$ cat config.mk
export PLATFORM = sky130hd
export DESIGN_NAME = mesh_feeder
export DESIGN_NICKNAME = d
export VERILOG_FILES = /design/src/rtl/mesh_pkg.sv /design/src/rtl/mesh_feeder_skew_line.sv /design/src/rtl/mesh_feeder.sv
export SDC_FILE = /design/constraint.sdc
export NUM_CORES = 1
export LEC_CHECK = 0
export ABC_AREA = 1
export CAP_MARGIN = 10
export CORE_ASPECT_RATIO = 0.5
export CORE_MARGIN = 1.5
export CORE_UTILIZATION = 40
export DETAILED_ROUTE_END_ITERATION = 8
export GPL_ROUTABILITY_DRIVEN = 0
export GPL_TIMING_DRIVEN = 0
export PLACE_DENSITY = 0.74
export SLEW_MARGIN = 20
export SYNTH_ARGS = -nofsm -noshare
export SYNTH_HDL_FRONTEND = slang
export SYNTH_SLANG_ARGS = --single-unit
$ cat constraint.sdc
create_clock -name clk -period 4.47 [get_ports clk]
set_input_delay 0.447 -clock clk [delete_from_list [all_inputs] [get_ports clk]]
set_output_delay 0.447 -clock clk [all_outputs]
set_load 0.02 [all_outputs]
$ cat src/rtl/mesh_pkg.sv
// Shared types and defaults for the systolic mesh operand feeder.
package mesh_pkg;

    localparam int DEF_W    = 8;
    localparam int DEF_N    = 4;
    localparam int DEF_KMAX = 16;

    typedef enum logic [2:0] {
        ST_IDLE,
        ST_CLEAR,
        ST_STREAM,
        ST_FLUSH,
        ST_DRAIN,
        ST_WAIT
    } feeder_state_t;

    // LSB position of a lane inside a packed N*W operand bus.
    function automatic int unsigned lane_lsb(input int unsigned lane, input int unsigned w);
        return lane * w;
    endfunction

endpackage

$ cat src/rtl/mesh_feeder_skew_line.sv
// Per-lane DEPTH-stage data+valid delay line that skews one operand lane into the mesh.
module skew_line #(
    parameter int W     = 8,
    parameter int DEPTH = 1
) (
    input  logic         clk,
    input  logic         rst_n,
    input  logic [W-1:0] d_i,
    input  logic         vld_i,
    output logic [W-1:0] d_o,
    output logic         vld_o
);

    logic [W-1:0]     data_q [DEPTH];
    logic [DEPTH-1:0] vld_q;

    always_ff @(posedge clk or negedge rst_n) begin
        if (!rst_n) begin
            for (int s = 0; s < DEPTH; s++) begin
                data_q[s] <= '0;
                vld_q[s]  <= 1'b0;
            end
        end else begin
            data_q[0] <= d_i;
            vld_q[0]  <= vld_i;
            for (int s = 1; s < DEPTH; s++) begin
                data_q[s] <= data_q[s-1];
                vld_q[s]  <= vld_q[s-1];
            end
        end
    end

    assign d_o   = data_q[DEPTH-1];
    assign vld_o = vld_q[DEPTH-1];

endmodule

$ cat src/rtl/mesh_feeder.sv
// Feeds skewed A columns / B rows into an N x N output-stationary mesh and sequences clear/drain.
// Optional FEEDER_STALL_CNT_EN adds a 16-bit count of starved STREAM cycles.
module mesh_feeder
    import mesh_pkg::*;
#(
    parameter int W        = DEF_W,
    parameter int N        = DEF_N,
    parameter int KMAX     = DEF_KMAX,
    parameter int PIPE_MUL = 0
) (
    input  logic                      clk,
    input  logic                      rst_n,
    input  logic                      start,
    input  logic [$clog2(KMAX+1)-1:0] cfg_k,
    output logic                      busy,
    output logic                      done,
    input  logic                      in_valid,
    output logic                      in_ready,
    input  logic [N*W-1:0]            in_a,
    input  logic [N*W-1:0]            in_b,
    output logic [N*W-1:0]            a_row,
    output logic [N-1:0]              a_row_valid,
    output logic [N*W-1:0]            b_col,
    output logic [N-1:0]              b_col_valid,
    output logic                      acc_clear_block,
    output logic                      drain
`ifdef FEEDER_STALL_CNT_EN
    ,
    output logic [15:0]               stall_cnt
`endif
);

    localparam int KW        = $clog2(KMAX + 1);
    localparam int FLUSH_CYC = N - 1 + PIPE_MUL;
    localparam int WAIT_CYC  = 2 * (N - 1) + 1;
    localparam int CW        = $clog2(WAIT_CYC + FLUSH_CYC + 1);
    localparam logic [CW-1:0] FLUSH_LAST = CW'(FLUSH_CYC - 1);
    localparam logic [CW-1:0] WAIT_LAST  = CW'(WAIT_CYC - 1);

    feeder_state_t   state_q, state_d;
    logic [KW-1:0]   k_q, k_d;
    logic [KW-1:0]   xfer_cnt_q, xfer_cnt_d;
    logic [CW-1:0]   cnt_q, cnt_d;
    logic [N*W-1:0]  a0_q, a0_d, b0_q, b0_d;
    logic            v0_q, v0_d;
    logic            xfer;

    function automatic logic [KW-1:0] sat_k(input logic [KW-1:0] k);
        if (k == '0)
            return KW'(1);
        if (k > KW'(KMAX))
            return KW'(KMAX);
        return k;
    endfunction

    assign xfer = in_valid && in_ready;

    always_ff @(posedge clk or negedge rst_n) begin
        if (!rst_n)
            state_q <= ST_IDLE;
        else
            state_q <= state_d;
    end

    // STREAM holds one cycle past the K-th transfer so its strobe clears the
    // lane-0 register before FLUSH starts counting the N-1 skew cycles.
    always_comb begin
        state_d = state_q;
        case (state_q)
            ST_IDLE:   if (start) state_d = ST_CLEAR;
            ST_CLEAR:  state_d = ST_STREAM;
            ST_STREAM: if (xfer_cnt_q == k_q) state_d = ST_FLUSH;
            ST_FLUSH:  if (cnt_q == FLUSH_LAST) state_d = ST_DRAIN;
            ST_DRAIN:  state_d = ST_WAIT;
            ST_WAIT:   if (cnt_q == WAIT_LAST) state_d = ST_IDLE;
            default:   state_d = ST_IDLE;
        endcase
    end

    always_comb begin
        in_ready        = (state_q == ST_STREAM) && (xfer_cnt_q < k_q);
        acc_clear_block = (state_q == ST_CLEAR);
        drain           = (state_q == ST_DRAIN);
        done            = (state_q == ST_WAIT) && (cnt_q == WAIT_LAST);
        busy            = (state_q != ST_IDLE) && !done;
    end

    always_comb begin
        k_d        = k_q;
        xfer_cnt_d = xfer_cnt_q;
        if (state_q == ST_IDLE && start)
            k_d = sat_k(cfg_k);
        if (state_q == ST_CLEAR)
            xfer_cnt_d = '0;
        else if (xfer)
            xfer_cnt_d = xfer_cnt_q + 1'b1;
        if (state_d != state_q || state_q == ST_IDLE)
            cnt_d = '0;
        else
            cnt_d = cnt_q + 1'b1;
        a0_d = xfer ? in_a : '0;
        b0_d = xfer ? in_b : '0;
        v0_d = xfer;
    end

    always_ff @(posedge clk or negedge rst_n) begin
        if (!rst_n) begin
            k_q        <= '0;
            xfer_cnt_q <= '0;
            cnt_q      <= '0;
            a0_q       <= '0;
            b0_q       <= '0;
            v0_q       <= 1'b0;
        end else begin
            k_q        <= k_d;
            xfer_cnt_q <= xfer_cnt_d;
            cnt_q      <= cnt_d;
            a0_q       <= a0_d;
            b0_q       <= b0_d;
            v0_q       <= v0_d;
        end
    end

    // Lane i rides the shared stage-0 register plus i further stages.
    for (genvar i = 0; i < N; i++) begin : g_lane
        if (i == 0) begin : g_direct
            assign a_row[lane_lsb(0, W) +: W] = a0_q[lane_lsb(0, W) +: W];
            assign b_col[lane_lsb(0, W) +: W] = b0_q[lane_lsb(0, W) +: W];
            assign a_row_valid[0]             = v0_q;
            assign b_col_valid[0]             = v0_q;
        end else begin : g_skew
            skew_line #(.W(W), .DEPTH(i)) u_a (
                .clk   (clk),
                .rst_n (rst_n),
                .d_i   (a0_q[lane_lsb(i, W) +: W]),
                .vld_i (v0_q),
                .d_o   (a_row[lane_lsb(i, W) +: W]),
                .vld_o (a_row_valid[i])
            );
            skew_line #(.W(W), .DEPTH(i)) u_b (
                .clk   (clk),
                .rst_n (rst_n),
                .d_i   (b0_q[lane_lsb(i, W) +: W]),
                .vld_i (v0_q),
                .d_o   (b_col[lane_lsb(i, W) +: W]),
                .vld_o (b_col_valid[i])
            );
        end
    end

`ifdef FEEDER_STALL_CNT_EN
    logic [15:0] stall_q, stall_d;

    always_comb begin
        stall_d = stall_q;
        if (state_q == ST_CLEAR)
            stall_d = '0;
        else if (in_ready && !in_valid && stall_q != 16'hFFFF)
            stall_d = stall_q + 16'd1;
    end

    always_ff @(posedge clk or negedge rst_n) begin
        if (!rst_n)
            stall_q <= '0;
        else
            stall_q <= stall_d;
    end

    assign stall_cnt = stall_q;
`endif

endmodule
== After elaboration in Yosys (flattened, before gate mapping) ==
Cells that the tools add are included.
Widths: inputs -> output; s select.

* Register bits after elaboration: 189
* Input port bits: 73
* Output and inout port bits: 77
* Word-level logic and storage cells: 67

* $add $sub $neg: 2
* $lt $le $gt $ge: 2
* Equal/unequal tests: 9
* Muxes and demuxes: 19
* Reductions and logical operators: 11

{| class="wikitable"
|+ Operator list
! cell !! count
|-
| $mux 32 || 2
|-
| $mux 5 || 6
|-
| $pmux 3 s6 || 1
|-
| $mux 3 || 4
|-
| $eq 3x2->1 const B || 2
|-
| $eq 3x3->1 const B || 2
|-
| $add 5x1->5 const B || 1
|-
| $eq 5x5->1 || 1
|-
| $gt 5x5->1 const B || 1
|-
| $logic_and 1x1->1 || 5
|-
| $logic_not 5->1 || 1
|-
| $lt 5x5->1 || 1
|-
| $mux 1 || 5
|-
| $add 4x1->4 const B || 1
|-
| $eq 4x2->1 const B || 1
|-
| $eq 4x3->1 const B || 1
|-
| $mux 4 || 1
|-
| $eq 3x1->1 const B || 1
|-
| $logic_not 3->1 || 1
|-
| $ne 3x3->1 || 1
|-
| $reduce_bool 3->1 || 1
|-
| $reduce_bool 2->1 || 1
|-
| $logic_not 1->1 || 1
|-
| $logic_or 1x1->1 || 1
|}

== Logic depth before layout (Yosys ltp) ==
Gate-level depths: netlist (run 1).

* Word-level depth: 7
* Depth in mapped cells: 10
* Gate-level depth less buffers: 10

== Cells and area by module ==
Synthesis (run 1) repeated with hierarchy kept, for this count alone.

* Cell total of the unflattened synthesis: 478
* Area, all modules: 6,203.4 µm²

{| class="wikitable"
|+ By module, submodules not included
! module !! instances !! cells an instance !! area an instance (µm²) !! sequential area each (µm²)
|-
| mesh_feeder || 1 || 338 || 3,260.6 || 2,052.0
|-
| skew_line at g_lane[3].g_skew.u_a ... || 2 || 35 || 735.7 || 675.6
|-
| skew_line at g_lane[2].g_skew.u_a ... || 2 || 26 || 510.5 || 450.4
|-
| skew_line at g_lane[1].g_skew.u_a ... || 2 || 9 || 225.2 || 225.2
|}

== Worst setup path before layout (run 1) ==
OpenSTA, ideal clock, no wires.

* Kind: reg-to-output
* From: register xfer_cnt_q[2]
* To: output in_ready
* Arrival time: 1.483 ns
* Data required time: 4.023 ns
* Setup slack: 2.540 ns
* Cell stages (with the launch flop): 7
* Path buffers: 0
* Path through: dfrtp_1 -> ha_1 -> nand2_1 -> inv_1 -> o21bai_1 -> nand2_1 -> nor2_1

* Longest elaborated chain between the ends: 2

{| class="wikitable"
|+ RTL lines
! what !! RTL line !! RTL
|-
| from (decl) || mesh_feeder.sv:42 || <nowiki>logic [KW-1:0] xfer_cnt_q, xfer_cnt_d;</nowiki>
|-
| from (signal assigned) || mesh_feeder.sv:116 || <nowiki>xfer_cnt_q <= xfer_cnt_d;</nowiki>
|-
| $lt 5x5->1 || mesh_feeder.sv:81 || <nowiki>in_ready = (state_q == ST_STREAM) && (xfer_cnt_q < k_q);</nowiki>
|-
| $logic_and 1x1->1 || mesh_feeder.sv:81 ||
|-
| to (decl) || mesh_feeder.sv:18 || <nowiki>output logic in_ready,</nowiki>
|}

No other way between the ends.

== Final worst setup path (run 1) ==
Same ends and word-level chain as after synthesis.

==> summary.md, run 1 <==
| Metric | Value |
|---|---|
| Status | finished clean |
| Max Cap Viol | 0 |
| Commonest non-fill, non-tap cell in the layout | dfrtp_1 |
| CTS tree | yes |
| # rows | 31 |
| Worst R2R Path Depth | 7 |
| Initial antenna violation count | 0 |
| Synthesized area | 6020 sq um |
| Register area | ~4500 sq um |
| Final core occ | 57.8% |
| Net count after synthesis | 553 |
| Mean Syn Cell Area | 12.8 sq um |
| Slowest cell on the critical path | clkdlybuf4s50_1 |
| Clock transition at path regs | ~0.070 ns |
| Mapped Cells | approximately 470 |
| Netlist cell types | 25 |
| Finished Cell Area | ~8400 sq um |
| Initial Util | 41.3% |
| Slew Limit Fails | 0 |
| Total GRT Usage | between 10% and 20% |
| I/O Buffers | 149 |
| DRT Wirelength | about 11000 microns |
| Die Width | 177 microns |
| Worst VDD drop | 309 uV |
| Avg WL per Cell | roughly 12 microns |
| Area Overhead vs Synth | 40.0% |
| Seq/Total Area, Yosys | ~75% |
| Final hold slack | approximately 0.024 ns |
| Unrepaired setup endpoints after global routing | false |
| Max Clk Rate | 329 MHz |
| Via count | 3475 |
| Worst r2r src | xfer_cnt_q[2]$_DFFE_PN0P_ |
| Setup Skew | between 0.008 and 0.009 ns |
| Slew headroom | around half |
| Core area | about 15000 sq um |
| CTS Buf Count | 17 |
| Worst-Margin Slew | approximately 0.73 ns |
| Post-DP HPWL | roughly 7400 microns |
| Setup bufs post-CTS | 0 |
| LEAKAGE | between 4 and 5 nW |
| Die ar. | roughly 16000 sq um |
| CP arrival | 2.59 ns |
| CP max FO | 5 |
| Min Tclk post-route | a little over 3 ns |
| Total congestion overflow | 0 |
| Clock Path Buffers | 2 |
| Worst endpoint required time | 4.02 ns |
| Hold Fails Final Rpt | 0 |
| Largest net degree at the start of global routing | 96 |
| CP Cell Sequence | ha_1 -> nand2_1 -> inv_1 -> o21bai_1 -> nand2_1 -> nor2_1 -> clkdlybuf4s50_1 |
| Clock Tree Root | clkbuf_16 |
| Number of global-route vias before repair | approximately 3600 |
| CP Capture Type | primary output |
| Slowest stage delay, CP | between 0.6 and 0.7 ns |
| Register bit total from synthesis | between 150 and 200 |
| Max H-tree Level | 4 |
| Total power draw | 5.18 mW |
| Filler instances | between 1000 and 1500 |
| CTS Hold Bufs | 0 |
| Final setup fails | 0 |
| Die height | roughly 90 microns |
| DRC | 0 |
| Final Net Count | 722 |
| Yosys warns | 0 |
| N_diodes | 0 |
| Crit path kind | reg2out |
| Period utilization | between 60% and 70% |
| Iter 0 DRT Violations | around 160 |
| Worst Setup Start Kind | register |
| R2R setup slack | approximately 2.6 ns |
| Most frequent cells in the layout | dfrtp_1 (181), clkdlybuf4s50_1 (148), inv_1 (82), nor2_1 (74), buf_4 (56) |
| Vias per cell | 4.08 |
| Post-DRT Antenna Nets | 0 |
| Reg2Reg Capture Point | a0_q[28]$_DFF_PN0_ |
| Ports | 150 |
| First-pass GRT wire length | roughly 18000 microns |
| Multi-input logic area | about 710 sq um |
| Worst path most repeated cell | nand2_1 |
| Share of cells above drive strength 1 | approximately 16% |
| Placed Area | 7800 sq um |
| CTS resizes | 0 |
| Clock sinks | approximately 180 |
| Power density cells | 614 nW/um^2 |
| First-pass iteration count of the detailed router | 5 |
| Clock latency on the worst-skew pair | roughly 0.4 ns |
| Hold Path Class | in2async |
## cell usage after synthesis (all sizes together)
cell	instances	area share, %
o21a	1	0.12
a31oi	1	0.10
o22ai	3	0.31
nor3	2	0.17
nand2	21	1.3
o21bai	1	0.12
nand3	14	1.2
clkbuf	1	0.062
dfrtp	181	75
nand4	6	0.87
inv	86	5.4
xnor2	1	0.15
buf	63	7.7
a21oi	2	0.17
or2	1	0.10
nor2	74	4.6
ha	8	1.7
xor2	4	0.58
o31ai	1	0.12
o21ai	1	0.083
## how the worst max path moves through the flow
stage	startpoint	slack (ns)	end
floorplan	xfer_cnt_q[2]$_DFFE_PN0P_	2.54	in_ready
global placement	rst_n	-4.01	g_lane[2].g_skew.u_b.d_o[7]$_DFF_PN0_
detailed placement	xfer_cnt_q[2]$_DFFE_PN0P_	1.87	in_ready
CTS	xfer_cnt_q[2]$_DFFE_PN0P_	1.43	in_ready
global route	xfer_cnt_q[2]$_DFFE_PN0P_	1.32	in_ready
finish	xfer_cnt_q[2]$_DFFE_PN0P_	1.43	in_ready
## state kept, by name, summed over array words and instances, names as in the netlist
name	count
g_lane.g_skew.u_a.data_q	24
v0_q	1
g_lane.g_skew.u_b.d_o	24
g_lane.g_skew.u_a.vld_q	1
xfer_cnt_q	5
g_lane.g_skew.u_b.data_q	24
state_q	3
b0_q	32
g_lane.g_skew.u_a.d_o	24
k_q	5
a0_q	32
cnt_q	4
g_lane.g_skew.u_b.vld_q	2
## worst max-delay path, delay by kind of cell, from the launching register on
kind / cells / cell delay (ns)
buffers and inverters: 2 / 0.72
AO/OA/AOI/OAI: 1 / 0.25
flip-flops: 1 / 0.44
AND/OR/NAND/NOR: 3 / 0.46
adder cells (fa/ha/maj): 1 / 0.32
## metrics by stage
step                      worst slack, ns  instances  TNS (ns)
after floorplan                      2.54        472         0
after global placement              -4.01        819   -722.76
after detailed placement             1.87        820         0
after CTS                            1.43        852         0
after global routing                 1.32        852         0
final                                1.43        852         0
## kinds of logic after synthesis
| family | count (synthesis) | share of synthesized area, % |
|---|---|---|
| flops | 181 | 75.2 |
| compound gates | 10 | 1.04 |
| simple gates | 118 | 8.31 |
| xor+xnor | 5 | 0.727 |
| fa+ha+maj | 8 | 1.66 |
| buf+inv | 150 | 13.1 |
## cell type report
type,instances,area share (%)
Buffer,64,5.52
Clock inverter,15,2.51
Multi-Input combinational cell,141,8.38
Timing Repair Buffer,150,18.1
Clock buffer,17,5.04
Sequential cell,181,53.7
Tap cell,198,2.94
Inverter,86,3.83
## metal layers
metal	part of all wire, %	up-vias	GRT usage, %
li1	-	1677	-
met1	42	1733	16.7
met2	55	56	26.5
met3	2.2	9	3.21
met4	0.89	0	4.59
met5	0	-	0
## report_power, final
part	total (mW)	internal, mW	leakage [nW]	switching [mW]
Combinational	1.40	0.684	1.71	0.720
Sequential	2.19	2.04	2.46	0.149
Clock	1.58	0.912	0.310	0.671
(Power assumes the default switching activity.)
==> inputs of run 2 (changes only) <==
==> constraint.sdc (replaced) <==
create_clock -name clk -period 2.8 [get_ports clk]
set_input_delay 0.28 -clock clk [delete_from_list [all_inputs] [get_ports clk]]
set_output_delay 0.28 -clock clk [all_outputs]
set_load 0.02 [all_outputs]
==> summary.md, run 2 (same netlist as run 1, synthesis figures left out) <==
| Metric | Value |
|---|---|
| CTS Buf Count | 17 |
| Final setup TNS | 0 ns |
| Power density cells | between 900 and 1000 nW/um^2 |
| Vias per cell | 4.08 |
| Die height | approximately 90 microns |
| Slew Limit Fails | 0 |
| CP arrival | 2.15 ns |
| Clock transition at path regs | 0.07 ns |
| Clock share of power | just over 30% |
| N_diodes | 0 |
| Slew headroom | around half |
| Final hold slack | ~0.35 ns |
| Clock latency on the worst-skew pair | approximately 0.41 ns |
| CP max FO | 10 |
| Final core occ | about 58% |
| Share of cells above drive strength 1 | between 10% and 20% |
| Switching share of total power | around 30% |
| Die Width | ~180 microns |
| I/O Buffers | around 150 |
| Max Cap Viol | 0 |
| Worst Setup Start Kind | register |
| Slowest cell on the critical path | clkdlybuf4s50_1 |
| CP Cell Sequence | nor2_1 -> nand2_1 -> clkbuf_1 -> inv_1 -> clkdlybuf4s50_1 |
| Slowest stage delay, CP | 0.61 ns |
| Top flop regs | a0_q (32), b0_q (32) |
| Worst hold path depth | 0 |
| Unrepaired setup endpoints after global routing | false |
| Finished Cell Area | around 8400 sq um |
| Core area | about 15000 sq um |
| Post-DP HPWL | ~7400 microns |
| DRC | 0 |
| Crit path kind | reg2out |
| Most frequent cells in the layout | dfrtp_1 (181), clkdlybuf4s50_1 (147), inv_1 (82), nor2_1 (73), buf_4 (56) |
| Largest net degree at the start of global routing | 96 |
| # rows | 31 |
| First-pass GRT wire length | approximately 18000 microns |
| Min Tclk post-route | approximately 2.4 ns |
| Share of total power in sequential cells | a little over two fifths |
| Max Clk Rate | between 400 and 500 MHz |
| Ports | 150 |
| CP Capture Type | primary output |
| Avg WL per Cell | approximately 12 microns |
| P_sw | 2.47 mW |
| Filler instances | 1201 |
| LEAKAGE | 4.50 nW |
| Total GRT Usage | 14.4% |
| Total congestion overflow | 0 |
| Iter 0 DRT Violations | about 160 |
| Dpl cells | 820 |
| Worst R2R Path Depth | 7 |
| Period utilization | around 87% |
| DRT Wirelength | approximately 11000 microns |
| Worst-Margin Slew | approximately 0.73 ns |
| Multi-input logic area | 709 sq um |
| Clock sinks | 181 |
| First-pass iteration count of the detailed router | 5 |
| Status | finished clean |
| Clock Path Buffers | 2 |
| Clock Tree Root | clkbuf_16 |
| Via count | around 3500 |
| Fin cells | 853 |
| Initial Util | roughly 41% |
| Setup Skew | slightly above 0.009 ns |
| Post-DRT Antenna Nets | 0 |
| Max H-tree Level | 4 |
| Register area | approximately 4500 sq um |
| Worst VDD drop | a little under 500 uV |
| P_int | around 5.8 mW |
| Final setup fails | 0 |
| Hold Path Class | reg2reg |
| Hold Fails Final Rpt | 0 |
| Initial antenna violation count | 0 |
| Number of global-route vias before repair | roughly 3600 |
| Logic gate share of total power | between 20 and 30% |
| Worst endpoint required time | about 2.5 ns |
| Placed Area | just under 8000 sq um |
| Commonest non-fill, non-tap cell in the layout | dfrtp_1 |
| Die ar. | roughly 16000 sq um |
| Final Net Count | ~720 |
| Area Overhead vs Synth | 40.2% |
| CTS tree | yes |
-- run 2: cell count changes in the layout (fill, tap and decap cells not counted), sizes merged --
cell	delta
dlygate4sd3	+1
dlymetal6s2s	+1
clkdlybuf4s50	-1
-- run 2: path summary, 6_finish.rpt --
path                                                           from                                         to  slack (ns)
setup / recovery                               state_q[1]$_DFF_PN0_                            acc_clear_block        0.37
hold reg to reg            g_lane[2].g_skew.u_a.data_q[8]$_DFF_PN0_      g_lane[2].g_skew.u_a.d_o[0]$_DFF_PN0_        0.35
hold / removal             g_lane[2].g_skew.u_a.data_q[8]$_DFF_PN0_      g_lane[2].g_skew.u_a.d_o[0]$_DFF_PN0_        0.35
max in group asynchronous                                     rst_n  g_lane[3].g_skew.u_b.data_q[18]$_DFF_PN0_        1.45
setup reg to reg                          xfer_cnt_q[2]$_DFFE_PN0P_                         a0_q[28]$_DFF_PN0_        0.89
min in group asynchronous                                     rst_n                  xfer_cnt_q[1]$_DFFE_PN0P_        0.45
-- run 2: area by class of cell --
class                      count  share of cell area, %
sequential                   181                   53.6
timing repair buffer         151                   18.2
multi-input combinational    141                   8.40
buffer                        64                   5.51
clock buffer                  17                   5.04
inverter                      86                   3.82
tap                          198                   2.93
clock inverter                15                   2.50
-- run 2: routing by layer --
metal  global-route usage (%)  wire [microns]  vias to the layer above  share of wire (%)
met4                     4.59              93                        0               0.87
met5                        0               0                        -                  0
met1                     16.8            4450                     1732                 42
met3                     3.21             246                        9                2.3
li1                         -               -                     1680                  -
met2                     26.5            5850                       63                 55
-- run 2: timing repair --
action	4_1_cts	5_1_grt
pin swaps	0	0
resized for setup	1	1
endpoints found under the setup margin	1	1
hold endpoints to repair	94	0
setup buffers	0	0
hold buffers	1	0
-- run 2: metrics by stage --
stage               total power [mW]  worst slack [ns]
global route                    8.74             0.223
finish                          8.28             0.373
global placement                5.73             -5.51
detailed placement              5.83             0.372
floorplan                       4.80              1.03
CTS                             8.39            0.0248
-- run 2: worst max-delay path, delay by kind of cell (launching register included) --
kind	cells	cell delay, ns
buffers and inverters	3	0.95
flip-flops	1	0.45
AND/OR/NAND/NOR	2	0.34
-- run 2: power by group through the flow --
stage | Clock (mW) | Sequential (mW) | Combinational, mW
after floorplan | 0 | 3.55 | 1.25
after global placement | 0 | 3.53 | 2.21
after detailed placement | 0 | 3.56 | 2.27
after CTS | 2.60 | 3.51 | 2.29
after global routing | 2.72 | 3.57 | 2.44
final | 2.53 | 3.50 | 2.25
